<file path="src/rtl/reg_wb_scheduler.sv">
// Register-file write-port scheduler: round-robin arbitration among writeback
// requesters, a one-cycle registered write stage and a 32-entry busy scoreboard.
module reg_wb_scheduler #(
  parameter int N_REQ     = 3,
  parameter bit ZERO_LOCK = 1'b1
) (
  input  logic                clock,
  input  logic                reset,
  input  logic [N_REQ-1:0]    req_valid,
  input  logic [5*N_REQ-1:0]  req_idx,
  input  logic [32*N_REQ-1:0] req_data,
  output logic [N_REQ-1:0]    req_ready,
  output logic                rf_rw,
  output logic [4:0]          rf_write_idx,
  output logic [31:0]         rf_input_data,
  input  logic                mark_valid,
  input  logic [4:0]          mark_idx,
  output logic                mark_ready,
  input  logic [4:0]          rd0_idx,
  input  logic [4:0]          rd1_idx,
  output logic                rd_stall,
  output logic [31:0]         busy
);

  localparam int PTR_W = (N_REQ > 1) ? $clog2(N_REQ) : 1;

  logic [PTR_W-1:0] rr_ptr;
  logic [PTR_W-1:0] grant_idx;
  logic [PTR_W-1:0] ptr_next;
  logic [PTR_W-1:0] cand;
  logic [N_REQ-1:0] grant;
  logic             grant_any;
  logic             transfer;
  logic             write_en;
  logic             mark_set;
  logic [4:0]       sel_idx;
  logic [31:0]      sel_data;
  logic [31:0]      set_mask;
  logic [31:0]      clr_mask;
  logic [31:0]      busy_next;

  // Round-robin search starting at rr_ptr; the first valid requester wins.
  always_comb begin
    grant     = '0;
    grant_idx = '0;
    grant_any = 1'b0;
    cand      = '0;
    for (int k = 0; k < N_REQ; k++) begin
      cand = PTR_W'((int'(rr_ptr) + k) % N_REQ);
      if (!grant_any && req_valid[cand]) begin
        grant[cand] = 1'b1;
        grant_idx   = cand;
        grant_any   = 1'b1;
      end
    end
  end

  // Grant qualification, selected payload and scoreboard next state.
  always_comb begin
    req_ready  = reset ? '0 : grant;
    transfer   = grant_any & ~reset;
    sel_idx    = req_idx[5*int'(grant_idx) +: 5];
    sel_data   = req_data[32*int'(grant_idx) +: 32];
    // Index-0 writes are consumed but never reach the register file.
    write_en   = transfer & ~(ZERO_LOCK & (sel_idx == 5'd0));
    ptr_next   = (int'(grant_idx) == N_REQ - 1) ? '0 : grant_idx + PTR_W'(1);
    mark_ready = ~busy[mark_idx];
    mark_set   = mark_valid & mark_ready & ((mark_idx != 5'd0) | ~ZERO_LOCK);
    set_mask   = mark_set ? (32'd1 << mark_idx) : 32'd0;
    clr_mask   = rf_rw ? (32'd1 << rf_write_idx) : 32'd0;
    // Set after clear so a new producer on the committing index keeps it busy.
    busy_next  = (busy & ~clr_mask) | set_mask;
    rd_stall   = busy[rd0_idx] | busy[rd1_idx];
  end

  // Pointer, write stage and scoreboard registers.
  always_ff @(posedge clock) begin
    if (reset) begin
      rr_ptr        <= '0;
      rf_rw         <= 1'b0;
      rf_write_idx  <= 5'd0;
      rf_input_data <= 32'd0;
      busy          <= 32'd0;
    end else begin
      rr_ptr <= transfer ? ptr_next : rr_ptr;
      rf_rw  <= write_en;
      if (transfer) begin
        rf_write_idx  <= sel_idx;
        rf_input_data <= sel_data;
      end else begin
        rf_write_idx  <= rf_write_idx;
        rf_input_data <= rf_input_data;
      end
      busy <= busy_next;
    end
  end

endmodule

</file>
<file path="config.mk">
export PLATFORM = sky130hd
export DESIGN_NAME = reg_wb_scheduler
export DESIGN_NICKNAME = d
export VERILOG_FILES = /design/src/rtl/reg_wb_scheduler.sv
export SDC_FILE = /design/constraint.sdc
export NUM_CORES = 1
export LEC_CHECK = 0
export BUFFER_PORTS_ARGS = -buffer_cell sky130_fd_sc_hd__buf_2
export CAP_MARGIN = 30
export CORE_UTILIZATION = 48
export CTS_CLUSTER_DIAMETER = 40
export CTS_CLUSTER_SIZE = 10
export DETAILED_ROUTE_END_ITERATION = 16
export GPL_TIMING_DRIVEN = 0
export PLACE_DENSITY = 0.88
export SYNTH_ARGS = -nofsm -noshare
export SYNTH_HDL_FRONTEND = slang
export SYNTH_SLANG_ARGS = --single-unit
</file>
<file path="constraint.sdc">
create_clock -name clock -period 2.8 [get_ports clock]
set_input_delay 0.42 -clock clock [delete_from_list [all_inputs] [get_ports clock]]
set_output_delay 0.42 -clock clock [all_outputs]
set_load 0.005 [all_outputs]
</file>
==> results.md <==
* Status: completed
* Slew margin rel. at 0.4814
* Hold Path Stages at 4
* Final Slew Violations at 0
* IO Port Bufs at 201
* Post-DP HPWL at 11.47 mm
* Initial core utilization at 0.5042
* Hold_sp: req_data[68]
* Peak VDD IR at 0.0005709 V
* TritonCTS clock tree: done
* Post-synthesis simple-gate area fraction at 0.1513
* Initial antenna violation count at 0
* CTS Buf Count at 9
* Placed cells at 778
* Net Count, Synth at 605
* Non-filler instance count after layout at 795
* Area taken by multi-input logic gates at 2858 um2
* Most frequent cell after synthesis: dfxtp_1
* Core Box Area at 8891 um2
* F_max at 0.3729 GHz
* Final Power at 5.464 mW
* Worst-Margin Slew at 776.3 ps
* Ys async rst share at 0
* Final-layout fill cell count at 717
* Via-per-instance ratio at 6.029
* Crit. End Element: output pin
* Clk_skew at 8.960 ps
* Violation count after the first detailed-route iteration at 188
* Synth cell count leaders: 72 x dfxtp_1, 47 x nor2_1, 45 x a21oi_1
* FF-to-FF setup slack at 190 ps
* RR Startpoint: rr_ptr[1]
* Largest net degree at the start of global routing at 13
* Via count at 4793
* Yosys cell types at 48
* Total Routing Usage GR at 0.2915
* Cells after synthesis at 469
* Synth Area in Compound Gates at 0.2141
* Synth Register Bits at 72
* Critical path class: reg2out
* Initial DRT Pass Iterations at 7
* Routed wire per std cell at 18.00 um
* Share of cells above drive strength 1 at 0.3959
* H-tree level count at 3
* Global-route wire length before repair at 22.22 mm
* Post-synth top area share at 0.3215
* Worst R2R Path Depth at 9
* Antenna diodes at 0
* Pwr per Cell Area at 924.8 nW/um2
* EDFF count, synth at 0
* Req. time, crit path at 2380 ps
* Layout net count at 818
* Mapped cell area at 4483 um2
* Synth top area cells: dfxtp_1 32%, mux4_2 12%, mux2i_1 9.8%, a22o_1 6.6%, a21oi_1 5.0%
* Worst r2r dst: rf_input_data[1]
* Final setup vio count at 0
* Endpoints failing hold at 0
* Core Util, Final at 0.6645
* Sequential fraction of the synthesis area at 0.3215
* Yosys warns at 0
* Mux cell area share after synthesis at 0.2573
* Die height at 98.64 um
* Min-delay worst type: in2reg
* CTS sink cnt at 72
* Worst-path clk slew at 80 ps
* Clk_lat worst skew at 340 ps
* Max cap viols at 0
* Placer Congestion at 0.8950
* Post-synthesis xor/xnor area fraction at 0
* Max clock buf depth at 2
* Worst Path Max Fanout at 9
* Crit share post-route at 0.9579
* Chip width at 98.64 um
* Drt total wl at 14.31 mm
* Yosys top cell by area: dfxtp_1
* Worst Hold Path EP: rf_input_data[4]
* Leak Pwr at 2.735 nW
* Vias in the first global route at 4603
* GR Overflow Total at 0
* RSZ-0062 raised after global routing: false
* I/O pin total at 207
* Post-route DRC at 0
* Ys flop type: dfxtp_1
* Antenna viol nets, final at 0
* Die Area at 9730 um2
* Root Driver: clkbuf_8
* Final TNS setup at 0 ps
* Adder-cell share of the synthesized area at 0.01116
* Mean Syn Cell Area at 9.559 um2
* CP Launch Type: flop
* Register Area at 1441 um2
* Core Rows at 34
* Worst EP arrival at 2260 ps
* Minimum clock period after layout at 2682 ps
* Largest family of logic cells by synthesized area: multiplexers
* Area delta synth->final at 31.79%
## report_power, final
part,switching [mW],internal (mW),total [mW],leakage (nW)
registers,0.225,1.33,1.55,0.591
clock network,0.390,0.639,1.03,0.126
logic,1.56,1.32,2.88,2.02
## metal layers
layer  up-vias  global-route usage  wire length [um]
met3        57             0.04255               977
met4         0              0.1561               646
met2       295              0.5428              7369
li1       2229                   -                 -
met5         -                   0                 0
met1      2212              0.3194              5314
## cells in the final DEF (no fill, tap or decap), types with 5 or more instances in the layout
cell type	count
a22o_1	34
dfxtp_1	72
buf_2	211
mux4_2	23
nand3_1	21
o21ai_0	14
clkbuf_8	11
o21ai_1	17
mux4_1	7
o211ai_1	13
nand2_1	24
nor2_1	46
clkbuf_1	15
buf_6	5
nand2b_1	7
mux2i_1	43
nor3_1	5
a21oi_1	45
nor2b_1	7
## kinds of logic after synthesis
family	after synthesis
flops	72
fa+ha+maj	4
simple gates	135
compound gates	143
buf+inv	40
mux	75
## critical path: stages (launching register included)
cell and delay [ps]:
dfxtp_1 380, inv_1 80, ha_2 430, nand3b_1 120, o21ai_1 180, nor2b_1 210
a21boi_1 120, a211oi_1 240, buf_2 150
## flip-flops by register name (all words and copies together) (netlist names)
signal and count:
busy 32, rf_input_data 32, rr_ptr 2, rf_write_idx 5, rf_rw 1
## how the worst max path moves through the flow
stage,start,endpoint,cells after the start
2_1_floorplan,rd0_idx[0],rd_stall,5
3_3_place_gp,rd0_idx[0],rd_stall,6
3_5_place_dp,rd1_idx[0],rd_stall,6
4_1_cts,rr_ptr[0],req_ready[1],8
5_1_grt,rr_ptr[0],req_ready[0],8
6_report,rr_ptr[0],req_ready[1],8
## through the flow
step	area (um2)	hold slack, ps	setup WS (ps)
after CTS	5874	438.0	31.24
after floorplan	4483	455.9	329.4
final	5908	439.4	118.0
after detailed placement	5624	463.5	32.56
after global placement	5624	458.7	89.34
after global routing	5908	450.8	0.6177
## layout make-up
cell class / instances / share of cell area
buffer: 35 / 0.03113
clock buffer: 11 / 0.02562
clock inverter: 5 / 0.01737
inverter: 4 / 0.002541
multi-input combinational: 357 / 0.4837
sequential: 72 / 0.2440
tap: 108 / 0.02287
timing repair buffer: 203 / 0.1728
## repair_timing
item,4_1_cts,5_1_grt
pin swaps,0,2
gates resized for setup,1,9
setup buffers,0,2
endpoints found under the setup margin,2,33
hold buffers,0,0
Power figures use the tool's default switching activity.
